**config.mk**
```make
export PLATFORM = sky130hd
export DESIGN_NAME = parking_lcd_sequencer
export DESIGN_NICKNAME = d
export VERILOG_FILES = /design/src/rtl/parking_pkg.sv /design/src/rtl/id_entry_buffer.sv /design/src/rtl/parking_lcd_sequencer.sv
export SDC_FILE = /design/constraint.sdc
export NUM_CORES = 1
export LEC_CHECK = 0
export BUFFER_PORTS_ARGS = -buffer_cell sky130_fd_sc_hd__buf_2
export CORE_UTILIZATION = 39
export CTS_BUF_LIST = sky130_fd_sc_hd__clkbuf_16
export DETAILED_ROUTE_END_ITERATION = 8
export GPL_ROUTABILITY_DRIVEN = 0
export RECOVER_POWER = 25
export SLEW_MARGIN = 20
export SYNTH_ARGS = -nofsm -noshare
export SYNTH_HDL_FRONTEND = slang
export SYNTH_SLANG_ARGS = --single-unit
```
**constraint.sdc**
```tcl
create_clock -name iCLK -period 7.4 [get_ports iCLK]
set_input_delay 1.48 -clock iCLK [delete_from_list [all_inputs] [get_ports iCLK]]
set_output_delay 1.48 -clock iCLK [all_outputs]
set_load 0.005 [all_outputs]
```
**src/rtl/parking_pkg.sv**
```systemverilog
// ----------------------------------------------------------------------------
// parking_pkg
// Shared definitions for the parking gate controller. It holds the LCD message
// codes, which double as the FSM state encoding, the keypad codes, the BCD year
// prefix of a well-formed ID, and small decode helpers.
// ----------------------------------------------------------------------------
package parking_pkg;

   // LCD message codes consumed by the LCD message block
   localparam logic [3:0] LCD_ENTER_PARK       = 4'd0;
   localparam logic [3:0] LCD_GRANTED          = 4'd1;
   localparam logic [3:0] LCD_DENIED           = 4'd2;
   localparam logic [3:0] LCD_ENTER_EXIT       = 4'd3;
   localparam logic [3:0] LCD_FULL             = 4'd4;
   localparam logic [3:0] LCD_ADMIN_LOGIN      = 4'd5;
   localparam logic [3:0] LCD_ADMIN_OK         = 4'd6;
   localparam logic [3:0] LCD_ADMIN_DENIED     = 4'd7;
   localparam logic [3:0] LCD_MENU             = 4'd8;
   localparam logic [3:0] LCD_GATE_OPEN        = 4'd9;
   localparam logic [3:0] LCD_RESTRICT_ENTRY   = 4'd10;
   localparam logic [3:0] LCD_RESTRICTED       = 4'd11;
   localparam logic [3:0] LCD_RESTRICT_INVALID = 4'd12;
   localparam logic [3:0] LCD_OFF              = 4'd15;

   // The state encoding equals the message code, so LCD_State is the state register
   typedef enum logic [3:0] {
      ST_ENTER_PARK       = LCD_ENTER_PARK,
      ST_GRANTED          = LCD_GRANTED,
      ST_DENIED           = LCD_DENIED,
      ST_ENTER_EXIT       = LCD_ENTER_EXIT,
      ST_FULL             = LCD_FULL,
      ST_ADMIN_LOGIN      = LCD_ADMIN_LOGIN,
      ST_ADMIN_OK         = LCD_ADMIN_OK,
      ST_ADMIN_DENIED     = LCD_ADMIN_DENIED,
      ST_MENU             = LCD_MENU,
      ST_GATE_OPEN        = LCD_GATE_OPEN,
      ST_RESTRICT_ENTRY   = LCD_RESTRICT_ENTRY,
      ST_RESTRICTED       = LCD_RESTRICTED,
      ST_RESTRICT_INVALID = LCD_RESTRICT_INVALID,
      ST_OFF              = LCD_OFF
   } lcd_state_e;

   // Keypad codes
   localparam logic [3:0] KEY_ENTER = 4'hA;
   localparam logic [3:0] KEY_CLEAR = 4'hB;

   // A well-formed ID starts with the BCD year 2023 in its top four digits
   localparam logic [15:0] YEAR_PREFIX = 16'h2023;
   localparam logic [2:0]  ID_DIGITS   = 3'd7;

   // True for the timed message states that leave on hold expiry
   function automatic logic is_transient(input lcd_state_e s);
      logic r;
      case (s)
         ST_GRANTED, ST_DENIED, ST_ADMIN_OK, ST_ADMIN_DENIED,
         ST_GATE_OPEN, ST_RESTRICTED, ST_RESTRICT_INVALID: r = 1'b1;
         default:                                          r = 1'b0;
      endcase
      return r;
   endfunction

   // True for the states that collect keypad digits
   function automatic logic is_collecting(input lcd_state_e s);
      logic r;
      case (s)
         ST_ENTER_PARK, ST_ENTER_EXIT, ST_ADMIN_LOGIN, ST_RESTRICT_ENTRY: r = 1'b1;
         default:                                                         r = 1'b0;
      endcase
      return r;
   endfunction

endpackage

```
**src/rtl/id_entry_buffer.sv**
```systemverilog
// ----------------------------------------------------------------------------
// id_entry_buffer
// Collects up to seven keypad digits into a BCD ID. New digits enter at the
// least significant digit, and digits after the seventh are dropped.
// Ports:
//   clk_i, rst_i  clock, asynchronous active-high reset
//   clr_i         synchronous clear (takes priority over keys)
//   en_i          keys are accepted only while high
//   key_valid_i   key strobe, key_code_i key code (0-9 digit, CLEAR empties)
//   digits_o      28-bit BCD buffer, count_o digits held, fmt_ok_o well-formed ID
// ----------------------------------------------------------------------------
module id_entry_buffer
   import parking_pkg::*;
(
   input  logic        clk_i,
   input  logic        rst_i,
   input  logic        clr_i,
   input  logic        en_i,
   input  logic        key_valid_i,
   input  logic [3:0]  key_code_i,
   output logic [27:0] digits_o,
   output logic [2:0]  count_o,
   output logic        fmt_ok_o
);

   logic [27:0] digits_q, digits_d;
   logic [2:0]  count_q,  count_d;

   // Next-state for the digit shift register and its fill count
   always_comb begin
      digits_d = digits_q;
      count_d  = count_q;
      if (clr_i) begin
         digits_d = 28'h0000000;
         count_d  = 3'd0;
      end else if (en_i && key_valid_i && (key_code_i == KEY_CLEAR)) begin
         digits_d = 28'h0000000;
         count_d  = 3'd0;
      end else if (en_i && key_valid_i && (key_code_i <= 4'd9) && (count_q < ID_DIGITS)) begin
         digits_d = {digits_q[23:0], key_code_i};
         count_d  = count_q + 3'd1;
      end else begin
         digits_d = digits_q;
         count_d  = count_q;
      end
   end

   // Buffer registers
   always_ff @(posedge clk_i or posedge rst_i) begin
      if (rst_i) begin
         digits_q <= 28'h0000000;
         count_q  <= 3'd0;
      end else begin
         digits_q <= digits_d;
         count_q  <= count_d;
      end
   end

   assign digits_o = digits_q;
   assign count_o  = count_q;
   assign fmt_ok_o = (count_q == ID_DIGITS) && (digits_q[27:12] == YEAR_PREFIX);

endmodule

```
**src/rtl/parking_lcd_sequencer.sv**
```systemverilog
// ----------------------------------------------------------------------------
// parking_lcd_sequencer
// Parking gate controller FSM. It validates keypad IDs for the entry and exit
// lanes, tracks lot occupancy, keeps a small restricted-ID table managed from an
// admin menu, and drives the LCD message code, the granted ID and the gate.
// Ports:
//   iCLK, iRST   clock, asynchronous active-high reset
//   key_valid    key strobe, key_code 0-9 / 4'hA ENTER / 4'hB CLEAR
//   mode_exit    lane select (1 = exit), sampled in idle states
//   admin_req    admin login strobe, park_en 0 forces OFF
//   LCD_State    message code (equals the state), ID granted ID
//   gate_open    gate actuator, occupancy occupied spaces
// ----------------------------------------------------------------------------
module parking_lcd_sequencer
   import parking_pkg::*;
#(
   parameter int unsigned CAPACITY       = 8,
   parameter int unsigned HOLD_CYCLES    = 150_000_000,
   parameter int unsigned RESTRICT_DEPTH = 4,
   parameter logic [27:0] ADMIN_ID       = 28'h2023000
)(
   input  logic                            iCLK,
   input  logic                            iRST,
   input  logic                            key_valid,
   input  logic [3:0]                      key_code,
   input  logic                            mode_exit,
   input  logic                            admin_req,
   input  logic                            park_en,
   output logic [3:0]                      LCD_State,
   output logic [27:0]                     ID,
   output logic                            gate_open,
   output logic [$clog2(CAPACITY+1)-1:0]   occupancy
);

   localparam int unsigned OW = $clog2(CAPACITY + 1);
   localparam int unsigned TW = (HOLD_CYCLES > 1) ? $clog2(HOLD_CYCLES) : 1;
   localparam int unsigned PW = (RESTRICT_DEPTH > 1) ? $clog2(RESTRICT_DEPTH) : 1;
   localparam logic [OW-1:0] OCC_CAP   = OW'(CAPACITY);
   localparam logic [OW-1:0] OCC_ONE   = OW'(1);
   localparam logic [TW-1:0] HOLD_LAST = TW'(HOLD_CYCLES - 1);

   lcd_state_e    state_q, state_d;
   logic [TW-1:0] timer_q, timer_d;
   logic [OW-1:0] occ_q,   occ_d;
   logic [27:0]   id_q,    id_d;
   logic          gate_q,  gate_d;

   logic [27:0]         tbl_id_q [RESTRICT_DEPTH];
   logic [RESTRICT_DEPTH-1:0] tbl_vld_q;
   logic [PW-1:0]       wr_ptr_q;
   logic                wr_en_s;
   logic                hit_s;

   logic [27:0] buf_s;
   logic [2:0]  cnt_s;
   logic        fmt_ok_s;
   logic        buf_clr_s;
   lcd_state_e  idle_s;
   logic        enter_s, clear_s, expire_s;

   assign enter_s  = key_valid && (key_code == KEY_ENTER);
   assign clear_s  = key_valid && (key_code == KEY_CLEAR);
   assign expire_s = is_transient(state_q) && (timer_q == HOLD_LAST);
   // The idle state the lane and fill level call for right now
   assign idle_s   = mode_exit ? ST_ENTER_EXIT :
                     ((occ_q == OCC_CAP) ? ST_FULL : ST_ENTER_PARK);
   // Every state change, and the OFF override, starts the next entry empty
   assign buf_clr_s = (state_d != state_q) || !park_en;

   id_entry_buffer u_buf (
      .clk_i       (iCLK),
      .rst_i       (iRST),
      .clr_i       (buf_clr_s),
      .en_i        (is_collecting(state_q)),
      .key_valid_i (key_valid),
      .key_code_i  (key_code),
      .digits_o    (buf_s),
      .count_o     (cnt_s),
      .fmt_ok_o    (fmt_ok_s)
   );

   // Restricted-table lookup of the current buffer contents
   always_comb begin
      hit_s = 1'b0;
      for (int i = 0; i < RESTRICT_DEPTH; i++) begin
         if (tbl_vld_q[i] && (tbl_id_q[i] == buf_s)) begin
            hit_s = 1'b1;
         end else begin
            hit_s = hit_s;
         end
      end
   end

   // FSM next-state, occupancy, granted ID and table write decision
   always_comb begin
      state_d = state_q;
      occ_d   = occ_q;
      id_d    = id_q;
      wr_en_s = 1'b0;
      if (!park_en) begin
         state_d = ST_OFF;
      end else begin
         case (state_q)
            ST_OFF: state_d = idle_s;
            ST_ENTER_PARK: begin
               if (admin_req) begin
                  state_d = ST_ADMIN_LOGIN;
               end else if (idle_s != ST_ENTER_PARK) begin
                  state_d = idle_s;
               end else if (enter_s) begin
                  if (fmt_ok_s && !hit_s) begin
                     state_d = ST_GRANTED;
                     id_d    = buf_s;
                     occ_d   = (occ_q < OCC_CAP) ? (occ_q + OCC_ONE) : occ_q;
                  end else begin
                     state_d = ST_DENIED;
                  end
               end else begin
                  state_d = state_q;
               end
            end
            ST_ENTER_EXIT: begin
               if (admin_req) begin
                  state_d = ST_ADMIN_LOGIN;
               end else if (idle_s != ST_ENTER_EXIT) begin
                  state_d = idle_s;
               end else if (enter_s) begin
                  if (fmt_ok_s && (occ_q != {OW{1'b0}})) begin
                     state_d = ST_GRANTED;
                     id_d    = buf_s;
                     occ_d   = occ_q - OCC_ONE;
                  end else begin
                     state_d = ST_DENIED;
                  end
               end else begin
                  state_d = state_q;
               end
            end
            ST_FULL: begin
               if (admin_req) begin
                  state_d = ST_ADMIN_LOGIN;
               end else if ((occ_q < OCC_CAP) || mode_exit) begin
                  state_d = ST_ENTER_PARK;
               end else begin
                  state_d = state_q;
               end
            end
            ST_ADMIN_LOGIN: begin
               if (clear_s) begin
                  state_d = idle_s;
               end else if (enter_s) begin
                  state_d = ((buf_s == ADMIN_ID) && (cnt_s == ID_DIGITS)) ? ST_ADMIN_OK
                                                                          : ST_ADMIN_DENIED;
               end else begin
                  state_d = state_q;
               end
            end
            ST_MENU: begin
               if (key_valid && (key_code == 4'd1)) begin
                  state_d = ST_GATE_OPEN;
               end else if (key_valid && (key_code == 4'd2)) begin
                  state_d = ST_RESTRICT_ENTRY;
               end else if (clear_s) begin
                  state_d = idle_s;
               end else begin
                  state_d = state_q;
               end
            end
            ST_RESTRICT_ENTRY: begin
               if (clear_s) begin
                  state_d = ST_MENU;
               end else if (enter_s) begin
                  if (fmt_ok_s) begin
                     state_d = ST_RESTRICTED;
                     wr_en_s = !hit_s;   // an ID already listed is not stored twice
                  end else begin
                     state_d = ST_RESTRICT_INVALID;
                  end
               end else begin
                  state_d = state_q;
               end
            end
            // Keys are not decoded in timed states, so a key on the expiry cycle is lost
            ST_GRANTED, ST_DENIED, ST_ADMIN_DENIED, ST_GATE_OPEN: begin
               if (expire_s) begin
                  state_d = idle_s;
               end else begin
                  state_d = state_q;
               end
            end
            ST_ADMIN_OK, ST_RESTRICTED, ST_RESTRICT_INVALID: begin
               if (expire_s) begin
                  state_d = ST_MENU;
               end else begin
                  state_d = state_q;
               end
            end
            default: state_d = ST_ENTER_PARK;
         endcase
      end
   end

   // Hold timer restarts on every state change; gate follows the next state
   always_comb begin
      if (state_d != state_q) begin
         timer_d = {TW{1'b0}};
      end else if (is_transient(state_q)) begin
         timer_d = timer_q + TW'(1);
      end else begin
         timer_d = {TW{1'b0}};
      end
      gate_d = (state_d == ST_GRANTED) || (state_d == ST_GATE_OPEN);
   end

   // State, timer and output registers
   always_ff @(posedge iCLK or posedge iRST) begin
      if (iRST) begin
         state_q <= ST_ENTER_PARK;
         timer_q <= {TW{1'b0}};
         occ_q   <= {OW{1'b0}};
         id_q    <= 28'h0000000;
         gate_q  <= 1'b0;
      end else begin
         state_q <= state_d;
         timer_q <= timer_d;
         occ_q   <= occ_d;
         id_q    <= id_d;
         gate_q  <= gate_d;
      end
   end

   // Restricted-ID table, overwritten round-robin once full
   always_ff @(posedge iCLK or posedge iRST) begin
      if (iRST) begin
         for (int i = 0; i < RESTRICT_DEPTH; i++) begin
            tbl_id_q[i] <= 28'h0000000;
         end
         tbl_vld_q <= {RESTRICT_DEPTH{1'b0}};
         wr_ptr_q  <= {PW{1'b0}};
      end else if (wr_en_s) begin
         tbl_id_q[wr_ptr_q]  <= buf_s;
         tbl_vld_q[wr_ptr_q] <= 1'b1;
         wr_ptr_q            <= wr_ptr_q + PW'(1);
      end else begin
         wr_ptr_q <= wr_ptr_q;
      end
   end

   assign LCD_State = state_q;
   assign ID        = id_q;
   assign gate_open = gate_q;
   assign occupancy = occ_q;

endmodule
```
==> impl_metrics.toml, run 1 <==
[detailed_routing]
antenna_left = 0
drt_iter0_markers = 595
wl_per_cell_um = 18.9
drcViolationCount = 0
drt_pass1_iterations = 6
dr_total_vias = 7697
via_per_inst = 5.44
drt_wl_total_um = 26800

[timing]
setup_viol = 0
drv_slew = 92
worst_pin_slew_ps = 4050
worst_hold_slack_ps = 460
fmax_mhz = 204
fin_crit_ps = 4890
final_hold_viol_count = 0
rsz0062_at_grt = "no"
finalWorstSetupSlack_ps = 2510
skew_ps = 15.9
timing.setup.tns_ps = 0
slew_headroom_pct = -172
period_share_pct = 66.1

[global_route]
grt-ovfl-total = 0
grt_use_total_pct = 18.7
grt_max_degree = 92
grt_pass1_wl_um = 42700
grt_pass1_vias = 7501
antenna_found_initial = 0

[placement]
dp_hpwl_um = 17500
dp_cells = 1370
place_ws_ps = 2990
place_area_um2 = 11700
io_buffer_count = 46

[clock_tree]
root_buffer = "clkbuf_16"
insertion_delay_ps = 520
cts_resized = 0
clockBufferDepth = 3
cts-hold-fix-buffers = 0
clk_pin_slew_ps = 60
htreeDepth = 1
post-cts-setup-buffers = 0
cts_tree = "built"
cts.sinks = 214
cts_made_buffers = 25

[synth]
ys_async_sr_fraction_pct = 100
avgSynthCellArea_um2 = 11.1
ys_ff_latch = 214
syn_area_um2 = 11200
synth_warnings = 0
synth_cell_type_count = 78
synth_edf_count = 0
ys.flop_type = "dfrtp_1"
yosys.area.top_type = "dfrtp_1"
seq_area_frac_synth_pct = 47.8
synthCells = 1010
synth_area_leaders = "dfrtp_1 (48%), xor2_1 (7.3%), mux2_2 (6.1%)"
synth_top_area_share_pct = 47.8
syn_nets = 1030

[finish]
drive_gt1_share_pct = 20.9
stdcell_area_um2 = 12500
utilization_pct = 44.6
diodes = 0
final_nets = 1039
instances_no_fill = 1415
fill_cells = 2624
area_growth_pct = 11.4

[setup_path]
max_stage_delay_ps = 2240
crit_path_end_kind = "asynchronous set/reset pin"
critical_path.top_delay_family = "buffers and inverters"
cp_slowest_cell = "clkinvlp_2"
critical_path_arrival_ps = 5260
worstSetupPathType = "input port to asynchronous set/reset pin"
cp_max_fo = 91
required_ps = 7770
cp_cell_sequence = "buf_2 -> clkinvlp_2 -> clkbuf_2"
worst-path-buf-inv = 3
worst_setup_path_start_kind = "input port"

[floorplanning]
die_h_um = 171
initial_core_util_pct = 40.0
core-area_um2 = 28000
num_io_pins = 47
dieArea_um2 = 29400
die_w_um = 171
std_cell_rows = 61

[power]
cellPowerDensity_nw_per_um2 = 255
p_leak_nw = 6.08
total_power_mw = 3.18
peakVddDrop_uv = 290

[status]
status = "complete, but fails checks"
violations = "max-capacitance violations, max-slew violations"

[run]
cap_violations = 1

[hold_path]
min_path_type = "register to register"
## state kept, by name, summed over array words and instances, names as in the netlist
name and flops:
ID 28, tbl_vld_q 4, u_buf.digits_o 28, u_buf.count_o 3, LCD_State 4, wr_ptr_q 2, occupancy 4, gate_open 1
tbl_id_q 112, timer_q 28
## final timing paths
| kind | end | slack, ps | depth (start not counted) | startpoint |
|---|---|---|---|---|
| worst max register to register | tbl_id_q[39] | 3280 | 9 | u_buf.digits_o[0] |
| min in group asynchronous | LCD_State[3] | 2160 | 2 | iRST |
| worst max-delay path | tbl_id_q[75] | 2510 | 3 | iRST |
| max in group iCLK | tbl_id_q[39] | 3280 | 9 | u_buf.digits_o[0] |
| worst min register to register | ID[12] | 460 | 1 | ID[12] |
| worst min-delay path | ID[12] | 460 | 1 | ID[12] |
## per-layer routing
metal  vias to the layer above  track usage (%)  part of all wire (%)
li1                       3611                -                     -
met1                      3798             27.3                    48
met2                       225             27.5                    43
met3                        63             2.90                   5.2
met4                         0             7.61                   3.5
met5                         -                0                     0
## cell usage in the layout (no fill, tap or decap), types with 5 or more instances in the layout
cell / count
or2_2: 5
and2_1: 52
nor3_2: 5
clkinv_1: 9
xor2_1: 93
nor4_1: 36
o22ai_1: 6
xnor2_1: 59
buf_4: 11
nor2_1: 36
mux2_2: 61
nand3_1: 13
o211ai_1: 5
nor4_2: 31
nand2_1: 37
a22oi_1: 16
mux2i_1: 16
nor2b_1: 18
nand2b_1: 28
nor3_1: 27
or4_1: 9
o21ai_0: 14
ha_1: 9
a21oi_1: 13
inv_1: 14
clkbuf_16: 25
and3_1: 10
buf_2: 46
dfrtp_1: 214
nand4_1: 37
## cells in the mapped netlist, types with 6 or more instances
| library cell | n |
|---|---|
| buf_2 | 27 |
| nor3_1 | 27 |
| nor2_1 | 36 |
| ha_1 | 9 |
| mux2i_1 | 16 |
| and2_1 | 52 |
| nand2b_1 | 28 |
| clkbuf_1 | 41 |
| or4_1 | 9 |
| a22oi_1 | 16 |
| dfrtp_1 | 214 |
| nand4_1 | 37 |
| mux2_2 | 61 |
| nor4_2 | 30 |
| and3_1 | 10 |
| xor2_1 | 93 |
| a21oi_1 | 13 |
| nor2b_1 | 18 |
| nor4_1 | 37 |
| nand2_1 | 37 |
| o21ai_0 | 14 |
| nand3_1 | 13 |
| o22ai_1 | 6 |
| inv_1 | 13 |
| xnor2_1 | 60 |
## area by class of cell
class | count | area (um^2) | area share [%]
Timing Repair Buffer | 58 | 318 | 2.55
Multi-Input combinational cell | 705 | 5450 | 43.7
Sequential cell | 214 | 5360 | 42.9
Clock buffer | 25 | 626 | 5.01
Inverter | 15 | 57.6 | 0.461
Clock inverter | 20 | 198 | 1.58
Tap cell | 378 | 473 | 3.79
## worst register-to-register path, cell delays in order (launching register included)
cell and delay, ps:
dfrtp_1 520, buf_4 250, xnor2_1 250, nand4_1 130, or4_1 580, o22ai_1 520, nor3_2 150, and3_1 340
nand2_1 820, mux2_2 430
## cells by family (layout without fill, tap and decap cells)
logic type / after synthesis / after routing / synth area share [%]
multiplexers: 77 / 77 / 7.56
XOR/XNOR: 153 / 153 / 12.0
adder cells (fa/ha/maj): 10 / 10 / 1.18
AO/OA/AOI/OAI: 94 / 94 / 6.32
flip-flops: 214 / 214 / 47.8
buffers and inverters: 91 / 118 / 3.69
AND/OR/NAND/NOR: 371 / 371 / 21.5
## power by group
group	leakage, nW	total (mW)	switching, mW	internal (mW)
Clock	0.414	1.24	0.488	0.753
Sequential	2.96	1.25	0.0669	1.18
Combinational	2.70	0.688	0.496	0.192
Total	6.08	3.18	1.05	2.13
(Power assumes the default switching activity.)
==> run 2, diff against run 1 <==
==> constraint.sdc (replaced) <==
create_clock -name iCLK -period 4.05 [get_ports iCLK]
set_input_delay 0.81 -clock iCLK [delete_from_list [all_inputs] [get_ports iCLK]]
set_output_delay 0.81 -clock iCLK [all_outputs]
set_load 0.005 [all_outputs]
==> impl_metrics.toml, run 2 (same netlist as run 1, synthesis figures left out) <==
[status]
status = "complete, but fails checks"
violations = "max-capacitance violations, max-slew violations"

[global_route]
antenna_found_initial = 1
grt_use_total_pct = 19.4
grt_pass1_vias = 7965
grt_pass1_wl_um = 44300
grt-ovfl-total = 0
grt_max_degree = 109

[detailed_routing]
dr_total_vias = 7848
via_per_inst = 5.45
drt_wl_total_um = 27700
wl_per_cell_um = 19.2
drt_iter0_markers = 467
drcViolationCount = 0
drt_pass1_iterations = 5
antenna_left = 0

[timing]
finalWorstSetupSlack_ps = 490
skew_ps = 11.7
fin_crit_ps = 3560
timing.setup.tns_ps = 0
setup_viol = 0
period_share_pct = 87.9
worst_pin_slew_ps = 2350
worst_hold_slack_ps = 326
fmax_mhz = 281
final_hold_viol_count = 0
rsz0062_at_grt = "no"
slew_headroom_pct = -56.4
drv_slew = 96

[finish]
largest_reg_flops = 112
area_growth_pct = 13.0
utilization_pct = 45.2
drive_gt1_share_pct = 22.6
stdcell_area_um2 = 12700
final_cell_mix = "dfrtp_1 (214), xor2_1 (93), mux2_2 (61), xnor2_1 (59), and2_1 (52)"
final_nets = 1063
fill_cells = 2627
instances_no_fill = 1439
final_common_cell = "dfrtp_1"
largest-register = "tbl_id_q"

[setup_path]
max_stage_delay_ps = 630
critical_path_arrival_ps = 3970
worstSetupPathType = "register to register"
r2r_end = "timer_q[12]"
cp_max_fo = 28
timing.rr.start = "LCD_State[1]"
required_ps = 4460
rrSetupSlack_ps = 490
crit_path_end_kind = "register"
worst_setup_path_start_kind = "register"
reg2regPathDepth = 8
cp_cell_sequence = "or4_1 -> a211oi_1 -> o221ai_1 -> o211ai_1 -> o32ai_1 -> a21oi_1 -> o211ai_4 -> nor3_1"
cp_slowest_cell = "or4_1"

[power]
peakVddDrop_uv = 417
p_leak_nw = 6.19
cellPowerDensity_nw_per_um2 = 452
total_power_mw = 5.72

[placement]
io_buffer_count = 46
dp_cells = 1395
dp_hpwl_um = 18400
place_area_um2 = 11900
place_ws_ps = 439

[floorplanning]
std_cell_rows = 61
num_io_pins = 47
die_h_um = 171
die_w_um = 171
dieArea_um2 = 29400
initial_core_util_pct = 40.0
core-area_um2 = 28000

[hold_path]
min_path_type = "input port to asynchronous set/reset pin"

[clock_tree]
clk_pin_slew_ps = 60
cts-hold-fix-buffers = 0
insertion_delay_ps = 510
htreeDepth = 1
cts_made_buffers = 24
cts_resized = 0
clockBufferDepth = 3
cts_tree = "built"
cts.sinks = 214
root_buffer = "clkbuf_16"
post-cts-setup-buffers = 0

[run]
cap_violations = 1
run 2: final cells by class:
type                            instances  area [um^2]  share of cell area (%)
Antenna cell                            1         2.50                  0.0198
Clock buffer                           25          626                    4.94
Clock inverter                         18          136                    1.08
Inverter                               15         57.6                   0.455
Multi-Input combinational cell        705         5450                    43.1
Sequential cell                       214         5360                    42.3
Tap cell                              378          473                    3.74
Timing Repair Buffer                   83          554                    4.38
run 2: where the power goes:
part	switching, mW	internal, mW
Clock	0.865	1.24
Combinational	0.977	0.411
Sequential	0.0700	2.16
Total	1.91	3.81
run 2: per-layer routing:
metal	track usage (%)	wire (um)
met5	0	0
met4	7.14	916
met3	3.54	1430
met2	30.0	12300
met1	27.1	13000
run 2: worst max-delay path by stage:
| stage | end | from | cells after the start |
|---|---|---|---|
| floorplan | ID[0] | iRST | 1 |
| global placement | timer_q[5] | key_code[2] | 9 |
| detailed placement | timer_q[8] | key_code[3] | 9 |
| CTS | timer_q[12] | u_buf.digits_o[10] | 8 |
| global route | timer_q[12] | LCD_State[1] | 8 |
| finish | timer_q[12] | LCD_State[1] | 8 |
run 2: worst max-delay path: cells and delay by family, from the launching register on:
kind	cells	cell delay (ps)
compound gates	6	1890
flops	1	600
simple gates	2	940
==> run 3, diff against run 2 <==
--- a/config.mk
+++ b/config.mk
@@ -14,4 +14,5 @@
 export SLEW_MARGIN = 20
 export SYNTH_ARGS = -nofsm -noshare
 export SYNTH_HDL_FRONTEND = slang
+export SYNTH_HIERARCHICAL = 1
 export SYNTH_SLANG_ARGS = --single-unit
==> constraint.sdc (replaced) <==
create_clock -name iCLK -period 4.05 [get_ports iCLK]
set_input_delay 0.81 -clock iCLK [delete_from_list [all_inputs] [get_ports iCLK]]
set_output_delay 0.81 -clock iCLK [all_outputs]
set_load 0.05 [all_outputs]
==> impl_metrics.toml, run 3 <==
[setup_path]
required_ps = 4490
crit_path_end_kind = "register"
timing.rr.start = "u_buf/digits_o[11]"
critical_path_arrival_ps = 4220
reg2regPathDepth = 13
r2r_end = "u_buf/digits_o[1]"
worstSetupPathType = "register to register"
rrSetupSlack_ps = 270
worst_setup_path_start_kind = "register"
cp-startpoint = "u_buf/digits_o[11]"
cp_max_fo = 19

[placement]
dp_hpwl_um = 20800
io_buffer_count = 46

[detailed_routing]
wl_met2_um = 13700
wl_met3_um = 1440
wl_per_cell_um = 19.9
drt_pass1_iterations = 5
highest_layer = "met4"
via_per_inst = 5.64
antenna_left = 0
drt_wl_total_um = 30200
dr_total_vias = 8555
wl_met1_um = 14100
drt_iter0_markers = 751
drcViolationCount = 0

[finish]
fill_cells = 2736
area_growth_pct = 13.4
final_nets = 1138
final_cell_mix = "dfrtp_1 (214), mux2_2 (140), xnor2_1 (138), nand4_1 (89), buf_4 (61)"
largest-register = "tbl_id_q"
largest_reg_flops = 112
register_area_um2 = 5360
multi_input_area_um2 = 5710
diodes = 0
final_common_cell = "dfrtp_1"
drive_gt1_share_pct = 26.5

[synth]
synth_warnings = 6
synth_area_leaders = "dfrtp_1 (46%), mux2_2 (14%), xnor2_1 (10%)"
synth.most_common_cell = "dfrtp_1"
syn_nets = 1076
synthXorXnorAreaFrac_pct = 11.2
synth_edf_count = 0
seq_area_frac_synth_pct = 46.3
yosys.area.top_type = "dfrtp_1"
synth_top_family_by_area = "simple AND/OR/NAND/NOR gates"
synth_compound_area_share_pct = 7.44
synth_cell_type_count = 66
ys_async_sr_fraction_pct = 100
synthCells = 1056
ys_ff_latch = 214
synth_common_cells = "dfrtp_1 (214), mux2_2 (140), xnor2_1 (138)"
synth_top_area_share_pct = 46.3
synth-simple-area-share_pct = 15.4
avgSynthCellArea_um2 = 10.9
muxShareOfSynthArea_pct = 14.0
ys.flop_type = "dfrtp_1"
yosys.area_share.adder_pct = 1.15
syn_area_um2 = 11600

[timing]
timing.setup.tns_ps = 0
fin_crit_ps = 3780
drv_slew = 140
period_share_pct = 93.3
rsz0062_at_grt = "no"
worst_pin_slew_ps = 2740
final_hold_viol_count = 0
fmax_mhz = 265
skew_ps = 20.3
setup_viol = 0
slew_headroom_pct = -82.6

[status]
status = "complete, but fails checks"
violations = "max-capacitance violations, max-slew violations"

[global_route]
grt_use_total_pct = 20.3
grt_pass1_vias = 8522
grt_max_degree = 108
antenna_found_initial = 0
grt_pass1_wl_um = 48900
grt-ovfl-total = 0

[clock_tree]
htreeDepth = 1
cts-hold-fix-buffers = 0
root_buffer = "clkbuf_16"
cts.sinks = 214
clk_pin_slew_ps = 60
cts_tree = "built"
clockBufferDepth = 3
cts_made_buffers = 24
insertion_delay_ps = 530

[power]
p_sw_share_pct = 31.7
combPwrFrac_pct = 20.5
cellPowerDensity_nw_per_um2 = 408
p_leak_nw = 5.97
pwr-share-clk_pct = 37.5
switchingPower_mw = 1.70
power_frac_seq_pct = 42.0
peakVddDrop_uv = 228
total_power_mw = 5.35
internal_power_mw = 3.66

[floorplanning]
die_h_um = 174
core-area_um2 = 28900
dieArea_um2 = 30300
std_cell_rows = 62
die_w_um = 174
num_io_pins = 47
initial_core_util_pct = 40.0

[hold_path]
min_path_type = "input port to asynchronous set/reset pin"

[run]
cap_violations = 2
[run 3: through the flow]
step	cells	setup WS, ps	area, um^2	utilization [%]	hold WS (ps)
6_report	1517	272	13100	45.3	496
5_1_grt	1517	0.140	13100	45.3	515
4_1_cts	1517	261	13100	45.3	391
3_5_place_dp	1476	247	12400	42.9	490
3_3_place_gp	1476	268	12400	42.9	487
2_1_floorplan	1056	594	11600	-	457
[run 3: cells by family after synthesis]
| logic type | Yosys count |
|---|---|
| compound gates | 123 |
| xor+xnor | 148 |
| fa+ha+maj | 10 |
| buf+inv | 96 |
| flops | 214 |
| mux | 144 |
| simple gates | 321 |
[run 3: how the worst max path moves through the flow]
| stage | endpoint | slack, ps | cells past startpoint |
|---|---|---|---|
| after floorplan | u_buf/count_o[0] | 590 | 13 |
| after global placement | u_buf/digits_o[10] | 270 | 13 |
| after detailed placement | u_buf/count_o[2] | 250 | 13 |
| after CTS | u_buf/count_o[1] | 260 | 16 |
| after global routing | u_buf/count_o[1] | 0.1 | 13 |
| final | u_buf/digits_o[1] | 270 | 13 |
[run 3: power by group through the flow]
stage               clock network (mW)  registers, mW  logic [mW]
finish                            2.01           2.25        1.10
global route                      2.14           2.26        1.20
CTS                               2.06           2.25        1.09
detailed placement                   0           2.28        1.08
global placement                     0           2.28        1.08
floorplan                            0           2.31       0.724
[run 3: critical path: stages, from the launching register on]
cell	delay, ps
dfrtp_1	590
buf_4	280
nor4_1	200
nand4_1	260
a2111oi_0	410
o22ai_1	130
nor3b_1	370
o21a_1	220
xnor2_1	120
nand2_1	60
or4_1	440
o21bai_2	240
buf_4	240
a21oi_1	130
[run 3: final cells by class]
type	instances	area share (%)
clock inverter	17	0.859
sequential	214	40.8
multi-input combinational	746	43.5
clock buffer	24	4.58
tap	384	3.66
timing repair buffer	114	6.00
inverter	18	0.544
[run 3: timing repair]
| action | 4_1_cts | 5_1_grt |
|---|---|---|
| buffers inserted | 0 | 0 |
| gates resized for setup | 0 | 1 |
| endpoints found under the setup margin | 0 | 29 |
[run 3: layer usage]
metal  GRT usage (%)  vias up
met5               0        -
met2            31.5      255
met4            6.18        0
met1            29.9     4276
li1                -     3964
met3            2.06       60
